`src/rtl/game_pkg.sv`:
```
// Shared types, widths and default timing constants for the game blocks.
package game_pkg;

  typedef enum logic [1:0] {ALIVE, INVULN, DEAD, RESPAWN} health_state_t;

  localparam int HP_W  = 5;
  localparam int TMR_W = 32;

  localparam int unsigned DEF_MAX_HP        = 20;
  localparam int unsigned DEF_DAMAGE        = 3;
  localparam int unsigned DEF_INVULN_CYCLES = 25_000_000;
  localparam int unsigned DEF_REGEN_CYCLES  = 100_000_000;
  localparam int unsigned DEF_DEAD_HOLD     = 50_000_000;

  // Health never wraps below zero: a hit bigger than what is left just empties it.
  function automatic logic [HP_W-1:0] hp_after_hit(input logic [HP_W-1:0] hp,
                                                   input int unsigned dmg);
    if (32'(hp) > dmg) return hp - HP_W'(dmg);
    return '0;
  endfunction

  function automatic logic [HP_W-1:0] hp_after_regen(input logic [HP_W-1:0] hp,
                                                     input logic [HP_W-1:0] max_hp);
    return (hp < max_hp) ? hp + HP_W'(1) : max_hp;
  endfunction

endpackage

```
`src/rtl/cycle_timer.sv`:
```
// 32-bit cycle counter with clear/load/enable; counts down to 0 or up to LIMIT
// and raises tc while sitting at its terminal value.
module cycle_timer
  import game_pkg::*;
#(
  parameter bit               DOWN  = 1'b0,
  parameter logic [TMR_W-1:0] LIMIT = '0
) (
  input  logic             Clk,
  input  logic             Reset_n,
  input  logic             clear,
  input  logic             load,
  input  logic [TMR_W-1:0] load_value,
  input  logic             en,
  output logic             tc
);

  logic [TMR_W-1:0] count;

  // Clear beats load beats enable; the count parks at its terminal value.
  always_ff @(posedge Clk or negedge Reset_n) begin
    if (!Reset_n) begin
      count <= '0;
    end else if (clear) begin
      count <= '0;
    end else if (load) begin
      count <= load_value;
    end else if (en) begin
      if (DOWN) begin
        if (count != '0) count <= count - TMR_W'(1);
      end else begin
        if (count != LIMIT) count <= count + TMR_W'(1);
      end
    end
  end

  assign tc = DOWN ? (count == '0) : (count == LIMIT);

endmodule

```
`src/rtl/steve_health.sv`:
```
// Steve's hit-point tracker: takes mob shots, runs invulnerability, regen and
// death/respawn sequencing, and drives the alive/respawn handshake to the mobs.
module steve_health
  import game_pkg::*;
#(
  parameter int unsigned MAX_HP        = DEF_MAX_HP,
  parameter int unsigned DAMAGE        = DEF_DAMAGE,
  parameter int unsigned INVULN_CYCLES = DEF_INVULN_CYCLES,
  parameter int unsigned REGEN_CYCLES  = DEF_REGEN_CYCLES,
  parameter int unsigned DEAD_HOLD     = DEF_DEAD_HOLD
) (
  input  logic            Clk,
  input  logic            Reset_n,
  input  logic [7:0]      who_shoot,
  input  logic            respawn_btn,
  output logic [HP_W-1:0] health,
  output logic            alive,
  output logic            respawn,
  output logic            hit_flash,
  output logic [7:0]      last_hitter
);

  localparam logic [HP_W-1:0]  MAX_HP_V    = HP_W'(MAX_HP);
  localparam logic [TMR_W-1:0] INVULN_LOAD = (INVULN_CYCLES == 0) ? '0 : TMR_W'(INVULN_CYCLES - 1);
  localparam logic [TMR_W-1:0] REGEN_LAST  = TMR_W'(REGEN_CYCLES - 1);
  localparam logic [TMR_W-1:0] DEAD_LIMIT  = TMR_W'(DEAD_HOLD);

  health_state_t   state;
  logic            btn_prev;
  logic            shot;
  logic            btn_rise;
  logic [HP_W-1:0] hit_hp;
  logic            invuln_tc;
  logic            regen_tc;
  logic            dead_tc;

  assign shot     = (who_shoot != 8'h00);
  assign btn_rise = respawn_btn & ~btn_prev;
  assign hit_hp   = hp_after_hit(health, DAMAGE);

  // INVULN_CYCLES=0 still loads 0, which gives a single-cycle immunity window.
  cycle_timer #(.DOWN(1'b1), .LIMIT('0)) u_invuln_timer (
    .Clk        (Clk),
    .Reset_n    (Reset_n),
    .clear      (state == DEAD || state == RESPAWN),
    .load       (state == ALIVE && shot),
    .load_value (INVULN_LOAD),
    .en         (state == INVULN),
    .tc         (invuln_tc)
  );

  cycle_timer #(.DOWN(1'b0), .LIMIT(REGEN_LAST)) u_regen_timer (
    .Clk        (Clk),
    .Reset_n    (Reset_n),
    .clear      (state != ALIVE || shot || regen_tc),
    .load       (1'b0),
    .load_value ('0),
    .en         (state == ALIVE),
    .tc         (regen_tc)
  );

  cycle_timer #(.DOWN(1'b0), .LIMIT(DEAD_LIMIT)) u_dead_timer (
    .Clk        (Clk),
    .Reset_n    (Reset_n),
    .clear      (state != DEAD),
    .load       (1'b0),
    .load_value ('0),
    .en         (state == DEAD),
    .tc         (dead_tc)
  );

  // Every output is a register; alive rises one cycle after the respawn pulse.
  always_ff @(posedge Clk or negedge Reset_n) begin
    if (!Reset_n) begin
      state       <= ALIVE;
      health      <= MAX_HP_V;
      alive       <= 1'b1;
      respawn     <= 1'b0;
      hit_flash   <= 1'b0;
      last_hitter <= 8'h00;
      btn_prev    <= 1'b0;
    end else begin
      btn_prev <= respawn_btn;
      respawn  <= 1'b0;
      case (state)
        ALIVE: begin
          if (shot) begin
            last_hitter <= who_shoot;
            health      <= hit_hp;
            if (hit_hp == '0) begin
              state     <= DEAD;
              alive     <= 1'b0;
              hit_flash <= 1'b0;
            end else begin
              state     <= INVULN;
              hit_flash <= 1'b1;
            end
          end else if (regen_tc) begin
            health <= hp_after_regen(health, MAX_HP_V);
          end
        end
        INVULN: begin
          if (invuln_tc) begin
            state     <= ALIVE;
            hit_flash <= 1'b0;
          end
        end
        DEAD: begin
          alive     <= 1'b0;
          hit_flash <= 1'b0;
          health    <= '0;
          if (dead_tc && btn_rise) begin
            state   <= RESPAWN;
            respawn <= 1'b1;
            health  <= MAX_HP_V;
          end
        end
        RESPAWN: begin
          state       <= ALIVE;
          alive       <= 1'b1;
          last_hitter <= 8'h00;
        end
        default: begin
          state <= ALIVE;
        end
      endcase
    end
  end

endmodule

```
`config.mk`:
```
export PLATFORM = sky130hd
export DESIGN_NAME = steve_health
export DESIGN_NICKNAME = d
export VERILOG_FILES = /design/src/rtl/game_pkg.sv /design/src/rtl/cycle_timer.sv /design/src/rtl/steve_health.sv
export SDC_FILE = /design/constraint.sdc
export NUM_CORES = 1
export LEC_CHECK = 0
export BUFFER_PORTS_ARGS = -buffer_cell sky130_fd_sc_hd__buf_2
export CAP_MARGIN = 10
export CORE_ASPECT_RATIO = 0.7
export CORE_UTILIZATION = 41
export DETAILED_ROUTE_END_ITERATION = 10
export MAX_ROUTING_LAYER = met4
export SYNTH_ARGS = -nofsm -noshare
export SYNTH_HDL_FRONTEND = slang
export SYNTH_HIERARCHICAL = 1
export SYNTH_SLANG_ARGS = --single-unit
```
`constraint.sdc`:
```
create_clock -name Clk -period 3.1 [get_ports Clk]
set_input_delay 0.62 -clock Clk [delete_from_list [all_inputs] [get_ports Clk]]
set_output_delay 0.62 -clock Clk [all_outputs]
set_load 0.005 [all_outputs]
```
==> metrics.md <==
| Metric | Value |
|---|---|
| CTS tree | yes |
| Setup bufs post-CTS | 0 |
| Post-DP HPWL | between 10000 and 15000 um |
| Hold_ws | 0.217 ns |
| Dominant cell type by area after synthesis | dfrtp_1 |
| Post-synth top area share | 35.5% |
| Max Fclk | about 340 MHz |
| Total clock buffers created by CTS | 17 |
| Logic pwr share | between 30% and 40% |
| Cts hold-fix bufs | 0 |
| DR pass1 iterations | 5 |
| Main synth FF type | dfrtp_1 |
| Maximum number of pins on one net before global-route repair | 74 |
| Min-Delay Path Class | in2async |
| Top-count cell post-synth | dfrtp_1 |
| Post_cts resized | 0 |
| Maximum vdd ir drop | a little over 0.0005 V |
| Register area | 2880 um2 |
| Std-Cell Rows | 42 |
| Starting Density | 41.8% |
| CP max FO | 17 |
| Avg Cell Area, Syn | 8.98 um2 |
| Largest cells by area after synthesis | dfrtp_1, nor2_1, nand2_1, xnor2_1, a211oi_1 |
| Boundary Pins | 27 |
| Clock sink count | about 120 |
| Startpoint Class | flop |
| Yosys reg bits | 115 |
| Least-Margin Pin Slew | 0.835 ns |
| Initial DRC count | 715 |
| Total track usage | a little under a quarter |
| Worst-path clk slew | approximately 0.06 ns |
| Post-synthesis async set-or-reset flop share | 100% |
| R2R cell count | 9 |
| Finished Cell Area | 9230 um2 |
| DP Area | ~8600 um2 |
| Multi-input gate area | 4960 um2 |
| Vias per cell | 5.68 |
| Htree depth | 4 |
| Detail Route Antenna Nets | 0 |
| Final cycle utilization of the critical path | between 90% and 100% |
| NumNets Final | 1014 |
| CP Data Arrival Time | 3.24 ns |
| Tot Pwr | around 6400 uW |
| Max Slew Vio Count | 0 |
| Initial antenna violation count | 0 |
| ANT cells | 0 |
| Fill cells | 1783 |
| Die width | 168 um |
| P_sw | between 2000 and 2500 uW |
| Most frequent cells after synthesis | dfrtp_1, nor2_1, nand2_1, nand3_1, clkbuf_1 |
| GPL Wtd Cong | ~0.86 |
| Sw Share | 38.0% |
| Seq pwr share | 36.2% |
| Cells after DPL | 1216 |
| Pint | 3990 uW |
| Root Buffer | clkbuf_16 |
| Max clock buf depth | 2 |
| Via Count | 7083 |
| Netlist cell types | 88 |
| Drc violations | 0 |
| Area Overhead vs Synth | 17.1% |
| Synth Instances | 878 |
| Crit. End Element | flop |
| DR WL/cell | 16.3 um |
| Total grt overflow | 0 |
| Clock power share | 30.8% |
| Synthesized cell area | 7890 um2 |
| Yosys warnings | 6 |
| Routed wire length | 20400 um |
| Core Area | 18900 um2 |
| Fin. Hold Viols | 0 |
| Die height | 118 um |
| Register area share after synthesis | between 30% and 40% |
| Maximum Capacitance Violations | 0 |
| P_leak | 0.00355 uW |
| Final Skew | 0.0118 ns |
| # setup viols final | 0 |
| Clk Latency, worst-skew pair | 0.42 ns |
| Slew margin rel. | 44.3% |
| RSZ-0062 raised after global routing | no |
| Port buffer count | 26 |
| Final setup TNS | 0 ns |
| WP data required | 3.40 ns |
| Power per Cell Area | 697 nW/um2 |
| Status | finished clean |
| Number of global-route vias before repair | roughly 6500 |
| Post-synth EDFFs | 0 |
| Fraction of layout cells with a size suffix above 1 | between 10% and 20% |
| Worst Path Class, Setup | reg2reg |
| Cell Count, Final, Fillers Out | 1248 |
| Final min period | 2.94 ns |
| Die Footprint | 19800 um2 |
| First-pass GRT wire length | 34900 um |
-- sequential cells by signal, indices dropped and copies added, names as in the netlist --
signal,count
alive,1
last_hitter,8
respawn,1
btn_prev,1
state,2
u_regen_timer/count,32
health,5
hit_flash,1
u_dead_timer/count,32
u_invuln_timer/count,32
-- critical path, cell delays in order (launching register included) --
cell and delay [ns]:
dfrtp_1 0.43, or4_1 0.54, or3_1 0.36, nor3_1 0.22, nand2b_1 0.17, buf_4 0.27, nor2_1 0.10, buf_4 0.20
a32o_1 0.25, a211o_1 0.26
-- kinds of logic (layout without fill, tap and decap cells) --
kind of cell	after synthesis	after routing	synth area share (%)
adder cells (fa/ha/maj)	10	10	1.59
other	2	98	0.0952
AND/OR/NAND/NOR	405	405	29.4
AO/OA/AOI/OAI	206	206	20.9
buffers and inverters	85	117	5.11
XOR/XNOR	36	36	4.00
multiplexers	19	19	2.43
flip-flops	115	115	36.5
-- final timing paths --
check                                       startpoint                       to  slack (ns)
worst max register to register  u_regen_timer/count[9]  u_regen_timer/count[26]        0.16
worst min register to register          last_hitter[2]           last_hitter[2]        0.51
worst max-delay path            u_regen_timer/count[9]  u_regen_timer/count[26]        0.16
max in group asynchronous                      Reset_n   u_dead_timer/count[12]        2.40
worst min-delay path                           Reset_n  u_invuln_timer/count[9]        0.22
min in group Clk                           respawn_btn                 btn_prev        0.32
-- final cells by class --
type	count	area share (%)
Tap cell	242	3.28
Inverter	28	1.14
Timing Repair Buffer	57	4.23
Multi-Input combinational cell	774	53.7
Sequential cell	115	31.2
Clock buffer	18	4.76
Clock inverter	14	1.65
-- power groups by stage --
stage,Combinational [uW],Sequential [uW],Clock [uW]
2_1_floorplan,1650,2220,0
3_3_place_gp,2090,2340,0
3_5_place_dp,2110,2340,0
4_1_cts,2120,2320,2020
5_1_grt,2400,2400,2090
6_report,2120,2320,1980
-- cell usage in the layout (no fill, tap or decap), drive strengths merged, types with 30 or more instances in the layout --
master / netlist / final
nor2: 99 / 99
a211oi: 33 / 33
nand3: 45 / 45
dfrtp: 112 / 112
nand2: 63 / 63
inv: 27 / 30
nand4: 34 / 34
buf: 17 / 57
nor4: 31 / 31
conb: 2 / 98
o21ai: 36 / 36
-- metal layers --
| layer | up-vias | share of wire [%] | global-route usage (%) |
|---|---|---|---|
| li1 | 3520 | - | - |
| met1 | 3352 | 54 | 35.6 |
| met2 | 199 | 39 | 29.1 |
| met3 | 12 | 6.5 | 4.77 |
| met4 | 0 | 0.67 | 5.39 |
| met5 | - | 0 | - |
-- through the flow --
step,setup slack [ns],util [%]
after CTS,0.216,48.9
after floorplan,0.247,-
after detailed placement,0.244,45.8
after global placement,0.278,45.8
final,0.164,48.9
after global routing,0.109,48.9
(Power assumes the default switching activity.)
